<file path="src/rtl/vga_scene_addr.sv">
// VGA 640x480@60 timing generator with incremental 2x-scaled background ROM addressing.
// All outputs are registered; hs/vs lag the counters by one cycle to match the RGB register stage.
module vga_scene_addr #(
    parameter int H_VISIBLE   = 640,
    parameter int H_FP        = 16,
    parameter int H_SYNC      = 96,
    parameter int H_BP        = 48,
    parameter int V_VISIBLE   = 480,
    parameter int V_FP        = 10,
    parameter int V_SYNC      = 2,
    parameter int V_BP        = 33,
    parameter int IMG_W       = 320,
    parameter int SCALE_SHIFT = 1
) (
    input  logic        vga_clk,
    input  logic        reset,
    output logic [9:0]  drawX,
    output logic [9:0]  drawY,
    output logic        blank,
    output logic [16:0] rom_address,
    output logic        hs,
    output logic        vs,
    output logic        frame_start,
    output logic        frame_end
);

    localparam int H_TOTAL = H_VISIBLE + H_FP + H_SYNC + H_BP;
    localparam int V_TOTAL = V_VISIBLE + V_FP + V_SYNC + V_BP;

    localparam logic [9:0]  H_MAX     = 10'(H_TOTAL - 1);
    localparam logic [9:0]  V_MAX     = 10'(V_TOTAL - 1);
    localparam logic [9:0]  H_VIS     = 10'(H_VISIBLE);
    localparam logic [9:0]  V_VIS     = 10'(V_VISIBLE);
    localparam logic [9:0]  HS_FIRST  = 10'(H_VISIBLE + H_FP);
    localparam logic [9:0]  HS_LAST   = 10'(H_VISIBLE + H_FP + H_SYNC - 1);
    localparam logic [9:0]  VS_FIRST  = 10'(V_VISIBLE + V_FP);
    localparam logic [9:0]  VS_LAST   = 10'(V_VISIBLE + V_FP + V_SYNC - 1);
    localparam logic [16:0] ROW_STEP  = 17'(IMG_W);

    logic [9:0]  draw_x_q, draw_x_d;
    logic [9:0]  draw_y_q, draw_y_d;
    logic        blank_q, blank_d;
    logic [16:0] rom_address_q, rom_address_d;
    logic [16:0] row_base_q, row_base_d;
    logic        hs_q, hs_d;
    logic        vs_q, vs_d;
    logic        frame_start_q, frame_start_d;
    logic        frame_end_q, frame_end_d;
    logic        line_wrap;

    // NOTE: every signal gets a default at the top of always_comb so no path can infer a latch.
    always_comb begin
        line_wrap     = (draw_x_q == H_MAX);
        draw_x_d      = line_wrap ? 10'd0 : draw_x_q + 10'd1;
        draw_y_d      = draw_y_q;
        row_base_d    = row_base_q;
        rom_address_d = rom_address_q;

        if (line_wrap) begin
            draw_y_d = (draw_y_q == V_MAX) ? 10'd0 : draw_y_q + 10'd1;
            if (draw_y_d == 10'd0) begin
                row_base_d = '0;
            end else if (draw_y_d[SCALE_SHIFT-1:0] == '0 && draw_y_d < V_VIS) begin
                row_base_d = row_base_q + ROW_STEP;
            end
        end

        // Source column advances once per replicated pixel; frozen through blanking.
        if (draw_x_d == 10'd0) begin
            rom_address_d = row_base_d;
        end else if (draw_x_d < H_VIS && draw_x_d[SCALE_SHIFT-1:0] == '0) begin
            rom_address_d = rom_address_q + 17'd1;
        end

        blank_d       = (draw_x_d < H_VIS) && (draw_y_d < V_VIS);
        hs_d          = ~(draw_x_q >= HS_FIRST && draw_x_q <= HS_LAST);
        vs_d          = ~(draw_y_q >= VS_FIRST && draw_y_q <= VS_LAST);
        frame_start_d = (draw_x_d == 10'd0) && (draw_y_d == 10'd0);
        frame_end_d   = (draw_x_d == 10'd0) && (draw_y_d == V_VIS);
    end

    // NOTE: sequential state uses non-blocking assignments so all flops update from the same old values.
    always_ff @(posedge vga_clk or posedge reset) begin
        if (reset) begin
            draw_x_q      <= H_MAX;
            draw_y_q      <= V_MAX;
            blank_q       <= 1'b0;
            rom_address_q <= '0;
            row_base_q    <= '0;
            hs_q          <= 1'b1;
            vs_q          <= 1'b1;
            frame_start_q <= 1'b0;
            frame_end_q   <= 1'b0;
        end else begin
            draw_x_q      <= draw_x_d;
            draw_y_q      <= draw_y_d;
            blank_q       <= blank_d;
            rom_address_q <= rom_address_d;
            row_base_q    <= row_base_d;
            hs_q          <= hs_d;
            vs_q          <= vs_d;
            frame_start_q <= frame_start_d;
            frame_end_q   <= frame_end_d;
        end
    end

    assign drawX       = draw_x_q;
    assign drawY       = draw_y_q;
    assign blank       = blank_q;
    assign rom_address = rom_address_q;
    assign hs          = hs_q;
    assign vs          = vs_q;
    assign frame_start = frame_start_q;
    assign frame_end   = frame_end_q;

endmodule
</file>
<file path="config.mk">
export PLATFORM = sky130hd
export DESIGN_NAME = vga_scene_addr
export DESIGN_NICKNAME = d
export VERILOG_FILES = /design/src/rtl/vga_scene_addr.sv
export SDC_FILE = /design/constraint.sdc
export NUM_CORES = 1
export LEC_CHECK = 0
export ABC_AREA = 0
export CORE_MARGIN = 1
export CORE_UTILIZATION = 60
export DETAILED_ROUTE_END_ITERATION = 8
export MAX_ROUTING_LAYER = met4
export PLACE_DENSITY = 0.86
export SLEW_MARGIN = 10
export SYNTH_ARGS = -nofsm -noshare
export SYNTH_HDL_FRONTEND = slang
export SYNTH_SLANG_ARGS = --single-unit
export TNS_END_PERCENT = 30
</file>
<file path="constraint.sdc">
create_clock -name vga_clk -period 7.65 [get_ports vga_clk]
set_input_delay 2.295 -clock vga_clk [delete_from_list [all_inputs] [get_ports vga_clk]]
set_output_delay 2.295 -clock vga_clk [all_outputs]
set_load 0.05 [all_outputs]
</file>
==> results of run 1 <==
-- state kept, by name, indices dropped and copies added (netlist names) --
name and flops:
vs 1, drawX 10, frame_start 1, drawY 10, row_base_q 17, blank 1, rom_address 17, frame_end 1
hs 1
-- worst paths after layout --
path                       slack (ps)  depth (start not counted)              end
setup / recovery                 3520                          1         drawX[4]
hold / removal                    480                          1    row_base_q[3]
setup reg to reg                 4180                          7   rom_address[7]
hold reg to reg                   480                          1    row_base_q[3]
max in group asynchronous        4700                          3         drawY[4]
min in group asynchronous        2480                          3  rom_address[11]
-- power by group through the flow --
stage | logic, mW | registers [mW] | clock network [mW]
2_1_floorplan | 0.00450 | 0.318 | 0
3_3_place_gp | 0.00710 | 0.318 | 0
3_5_place_dp | 0.00712 | 0.318 | 0
4_1_cts | 0.00718 | 0.312 | 0.303
5_1_grt | 0.00821 | 0.312 | 0.318
6_report | 0.00661 | 0.312 | 0.300
-- per-stage QoR --
step                power (mW)  worst slack (ps)    util
detailed placement      0.3250              3884  0.7258
finish                  0.6187              3522  0.7661
floorplan               0.3224              3919       -
global placement        0.3249              3913  0.7258
global route            0.6380              3488  0.7661
CTS                     0.6224              3516  0.7661
-- per-layer routing --
layer | vias to the layer above | routed length (um) | part of all wire
met5 | - | 0 | 0
met4 | 0 | 161 | 0.021
met3 | 13 | 330 | 0.044
met2 | 87 | 3636 | 0.48
met1 | 1329 | 3373 | 0.45
li1 | 1277 | - | -
-- cells by family (layout without fill, tap and decap cells) --
logic type	after synthesis	count (layout)	synth area share
buffers and inverters	30	78	0.04378
adders and majority gates	7	7	0.02597
muxes	7	7	0.02263
DFF	59	59	0.4423
AOI/OAI and AO/OA	49	49	0.1058
and+or+nand+nor	144	144	0.2635
xor gates and xnor gates	37	37	0.09610
-- layout make-up --
| class | count | area, um2 |
|---|---|---|
| multi-input cells | 244 | 1733 |
| flip-flops and latches | 59 | 1491 |
| fillers | 367 | 1232 |
| repair buffers | 46 | 452.9 |
| clock buffers | 12 | 165.2 |
| well taps | 70 | 87.58 |
| inverters | 16 | 60.06 |
| clock inverters | 4 | 47.55 |
-- synth_stat cells (5+ instances only) --
| library cell | count | area [um2] |
|---|---|---|
| inv_1 | 16 | 60.06 |
| xor2_1 | 13 | 113.9 |
| dfstp_2 | 12 | 315.3 |
| dfrtp_1 | 47 | 1176 |
| or3_1 | 5 | 31.28 |
| nand2_1 | 20 | 75.07 |
| and3_1 | 5 | 31.28 |
| and2_1 | 11 | 68.82 |
| buf_2 | 10 | 50.05 |
| o21ai_1 | 9 | 45.04 |
| ha_1 | 7 | 87.58 |
| o21ai_0 | 10 | 50.05 |
| nor3_1 | 10 | 50.05 |
| mux2_2 | 5 | 56.30 |
| nor4_1 | 6 | 37.54 |
| nor2_1 | 23 | 86.33 |
| nand3b_1 | 5 | 37.54 |
| xnor2_1 | 24 | 210.2 |
| nand3_1 | 23 | 115.1 |
| nand4_1 | 5 | 31.28 |
==> run_results.csv, run 1 <==
group,metric,value,unit
clock_tree,cts-resized-gates,0,
critical_path,r2r-start,"drawX[0]",
die,fp.dieH,76.97,um
critical_path,crit_chain,"clkdlybuf4s50_1",
clock_tree,post-cts-setup-buffers,0,
die,row_count,26,
cells_and_area,drive_gt1_frac,0.1522,
synth,synth_edf_count,0,
critical_path,crit_path_max_incr_delay,840,ps
run,max_cap_viol_count,0,
cells_and_area,layout_commonest_cell,"dfrtp_1",
timing,maxSlewViolCount,0,
grt,gr-usage-met1,0.3715,
detailed_routing,antenna_left,0,
clock_tree,clock_sinks,59,
critical_path,slowest_stage,"clkdlybuf4s50_1",
grt,grt_pass1_wl,12900,um
synth,synthCells,333,
cells_and_area,fin_area,4038,um2
power,clockPowerShare,0.485,
grt,use_met3,0.04048,
synth,seq_area_frac_synth,0.4423,
timing,hold_viol_final,0,
timing,fmax,0.2422,GHz
grt,top_usage_layer,"met2",
timing,period_share,0.5396,
timing,worstMarginPinSlew,780.2,ps
detailed_routing,num_vias,2706,
clock_tree,clock-root-buffer,"clkbuf_8",
die,core,5270,um2
power,peakVddDrop,0.0001413,V
grt,grt_remaining_overflow,0,
detailed_routing,drtPass1Iterations,5,
critical_path,cp.required,5360,ps
power,seq_power_share,0.505,
power,p_sw_frac,0.2097,
synth,synth.distinct_cells,60,
place,gp_congestion,0.8509,
synth,syn_area_per_cell,10.13,um2
synth,synth_warnings,0,
synth,syn_nets,342,
cells_and_area,area_delta_synth_final,19.74,%
critical_path,crit_path_end_kind,"output port",
clock_tree,clkLatencyLatePin,340,ps
grt,grt_max_degree,60,
cells_and_area,layout_common_cells,"47 x dfrtp_1, 43 x clkdlybuf4s50_1, 24 x xnor2_1",
grt,grt_pass1_vias,2696,
die,initial_core_util,0.6398,
critical_path,critPathArrivalTime,1830,ps
synth,synth_ff_type,"dfrtp_1",
clock_tree,hold_buffers,0,
critical_path,crit_family,"buffers and inverters",
clock_tree,cts_buffers,9,
detailed_routing,detail_route.iter0.violations,198,
timing,rsz0062_at_grt,"no",
power,p_int,0.4890,mW
cells_and_area,num_antenna_cells,0,
timing,relSlewSlack,0.4782,
power,p_leak,1.674,nW
cells_and_area,final_nets,385,
critical_path,cp_max_fo,11,
detailed_routing,drt_wl_total,7501,um
critical_path,cp-startpoint,"drawX[4]",
timing,skew,10.80,ps
power,combPwrFrac,0.011,
outcome,status,"completed",
place,hpwl,5001,um
grt,antenna_found_initial,0,
die,die_area,5924,um2
synth,async_flop_share,1.000,
critical_path,worstSetupPathType,"flop to output port",
power,powerDensity,153.2,nW/um2
place,portBuffers,43,
detailed_routing,route.detailed.drc,0,
cells_and_area,instances_no_fill,451,
worst_hold_path,worstHoldPathType,"flop to flop",
clock_tree,cts_tree,"done",
place,dpl_cell_area,3825,um2
clock_tree,clk_pin_slew,70,ps
power,switching_power,0.1297,mW
detailed_routing,drt-wirelength-per-cell,16.63,um
detailed_routing,drt-vias-per-instance,6.000,
place,dp.cells,435,
clock_tree,cts_max_path_buffers,2,
worst_hold_path,min-delay-start,"row_base_q[3]",
critical_path,crit_path_start_kind,"flop",
grt,use_met2,0.4491,
die,dieWidth,76.97,um
timing,fin_hold_ws,482.4,ps
critical_path,crit_buf_inv,1,
timing,finalSetupTns,0,ps
clock_tree,htreeDepth,3,
die,ios,44,
synth,ys_ff_latch,59,
grt,grt_use_total,0.2889,
synth,syn_area,3372,um2
timing,setup_viol,0,
timing,period_needed,4128,ps
(Power assumes the default switching activity.)
==> inputs of run 2 (changes only) <==
CORE_UTILIZATION = 50   (was 60)
PLACE_DENSITY = 0.76   (was 0.86)
clock period = 3.7 ns   (was 7.65 ns; I/O delays follow)
==> run 2 against run 1 <==
Cell area is 0.62% higher; clock power grew 100%; the flow now finishes with violations (DRC); sequential power up 110%; core utilization down 13 points; sequential cell count is the same; global-route usage decreased by 5.5 points; power rose by 100%; clock skew down 4.6 ps; largest power group unchanged; clock-buffer cell count down 2; combinational power up 140%; critical path depth unchanged; critical endpoint unchanged.
==> run_results.csv, run 2 (synthesis results as in run 1) <==
group,metric,value,unit
critical_path,r2r-start,"drawY[1]",
clock_tree,cts_max_path_buffers,2,
place,hpwl,4975,um
cells_and_area,drive_gt1_frac,0.1567,
grt,use_met2,0.3346,
detailed_routing,num_vias,2674,
critical_path,critPathArrivalTime,1850,ps
die,ios,44,
die,die_area,7076,um2
grt,grt_use_total,0.2336,
clock_tree,cts_buffers,9,
place,gp_congestion,0.9476,
critical_path,cp.required,2590,ps
cells_and_area,layout_common_cells,"47 x dfrtp_1, 43 x clkdlybuf4s50_1, 24 x xnor2_1",
critical_path,cp.depth,1,
timing,skew,6.230,ps
clock_tree,post-cts-setup-buffers,0,
grt,gr-usage-met1,0.3213,
critical_path,worstReg2RegEnd,"rom_address[7]",
cells_and_area,final_nets,387,
place,portBuffers,43,
power,report.power.total,1.265,mW
timing,worstMarginPinSlew,589.6,ps
die,dieWidth,84.12,um
detailed_routing,route.detailed.drc,7,
power,p_sw_frac,0.2273,
critical_path,cp-startpoint,"drawX[4]",
cells_and_area,fillerInstances,503,
power,p_int,0.9775,mW
die,fp.dieH,84.12,um
critical_path,slowest_stage,"clkdlybuf4s50_1",
critical_path,crit_end,"drawX[4]",
die,core,6422,um2
detailed_routing,detail_route.iter0.violations,181,
clock_tree,clk_pin_slew,70,ps
power,p_leak,1.680,nW
grt,grt_pass1_vias,2585,
clock_tree,hold_buffers,0,
timing,finalSetupTns,0,ps
clock_tree,clock-root-buffer,"clkbuf_8",
timing,period_needed,2957,ps
die,initial_core_util,0.5250,
timing,relSlewSlack,0.6055,
detailed_routing,drt-wirelength-per-cell,15.82,um
critical_path,crit_path_max_incr_delay,840,ps
die,row_count,29,
timing,period_share,0.7992,
grt,use_met3,0.03561,
power,powerDensity,311.4,nW/um2
place,dpl_cell_area,3861,um2
critical_path,rrSetupSlack,860,ps
critical_path,worstSetupPathType,"flop to output port",
detailed_routing,drt-vias-per-instance,5.813,
timing,hold_viol_final,0,
power,clockPowerShare,0.477,
clock_tree,htreeDepth,3,
power,switching_power,0.2876,mW
power,peakVddDrop,0.0002222,V
cells_and_area,fin_area,4063,um2
clock_tree,cts-resized-gates,0,
grt,grt_pass1_wl,12490,um
detailed_routing,drt_wl_total,7279,um
critical_path,crit_chain,"clkdlybuf4s50_1",
outcome,status,"finished with violations",
clock_tree,cts_tree,"done",
cells_and_area,num_antenna_cells,0,
critical_path,crit_path_end_kind,"output port",
cells_and_area,layout_commonest_cell,"dfrtp_1",
timing,fmax,0.3382,GHz
clock_tree,clkLatencyLatePin,350,ps
grt,top_usage_layer,"met2",
outcome,violations,"DRC",
clock_tree,clock_sinks,59,
critical_path,crit_buf_inv,1,
power,seq_power_share,0.510,
critical_path,cp_max_fo,11,
cells_and_area,area_delta_synth_final,20.48,%
grt,grt_remaining_overflow,0,
timing,rsz0062_at_grt,"no",
critical_path,worst-r2r-cell-count,8,
cells_and_area,fin_util,0.6326,
worst_hold_path,worstHoldPathType,"flop to flop",
grt,grt_max_degree,60,
run,max_cap_viol_count,0,
timing,setup_viol,0,
critical_path,crit_path_start_kind,"flop",
detailed_routing,antenna_left,0,
detailed_routing,drtPass1Iterations,6,
power,combPwrFrac,0.012,
grt,antenna_found_initial,0,
critical_path,crit_family,"buffers and inverters",
timing,maxSlewViolCount,0,
[run 2: changes by cell type in the layout (fill, tap and decap cells not counted), sizes merged]
cell      previous run  this run
buf                  3         5
inv                 16        17
clkinvlp             1         2
clkbuf              12        10
[run 2: cell type report]
type / count / area, um2 / area share
Sequential cell: 59 / 1491 / 0.3671
Tap cell: 77 / 96.34 / 0.02371
Timing Repair Buffer: 48 / 480.5 / 0.1183
Clock buffer: 10 / 137.6 / 0.03388
Multi-Input combinational cell: 244 / 1733 / 0.4265
Clock inverter: 6 / 63.81 / 0.01571
Inverter: 16 / 60.06 / 0.01478
[run 2: power groups by stage]
| stage | registers, mW | logic [mW] | clock network [mW] |
|---|---|---|---|
| CTS | 0.645 | 0.0167 | 0.613 |
| detailed placement | 0.657 | 0.0169 | 0 |
| global route | 0.645 | 0.0186 | 0.643 |
| global placement | 0.657 | 0.0166 | 0 |
| floorplan | 0.657 | 0.00930 | 0 |
| finish | 0.645 | 0.0157 | 0.604 |
[run 2: per-layer routing]
layer,share of wire,wire length (um),up-vias
met4,0.027,199,0
li1,-,-,1273
met2,0.46,3335,71
met3,0.044,321,14
met5,0,0,-
met1,0.47,3423,1316
[run 2: how the worst min path moves through the flow]
stage | startpoint | end | cells after the start
6_report | row_base_q[1] | row_base_q[1] | 1
5_1_grt | row_base_q[5] | row_base_q[5] | 1
4_1_cts | row_base_q[1] | row_base_q[1] | 1
3_5_place_dp | row_base_q[1] | row_base_q[1] | 1
3_3_place_gp | row_base_q[3] | row_base_q[3] | 1
2_1_floorplan | row_base_q[3] | row_base_q[3] | 1
[run 2: metrics by stage]
step | cells | setup slack [ps] | hold WS, ps
finish | 460 | 742.9 | 497.2
global route | 460 | 634.8 | 515.4
CTS | 460 | 736.4 | 497.3
detailed placement | 444 | 891.9 | 474.6
global placement | 444 | 987.0 | 462.9
floorplan | 333 | 855.9 | 444.5
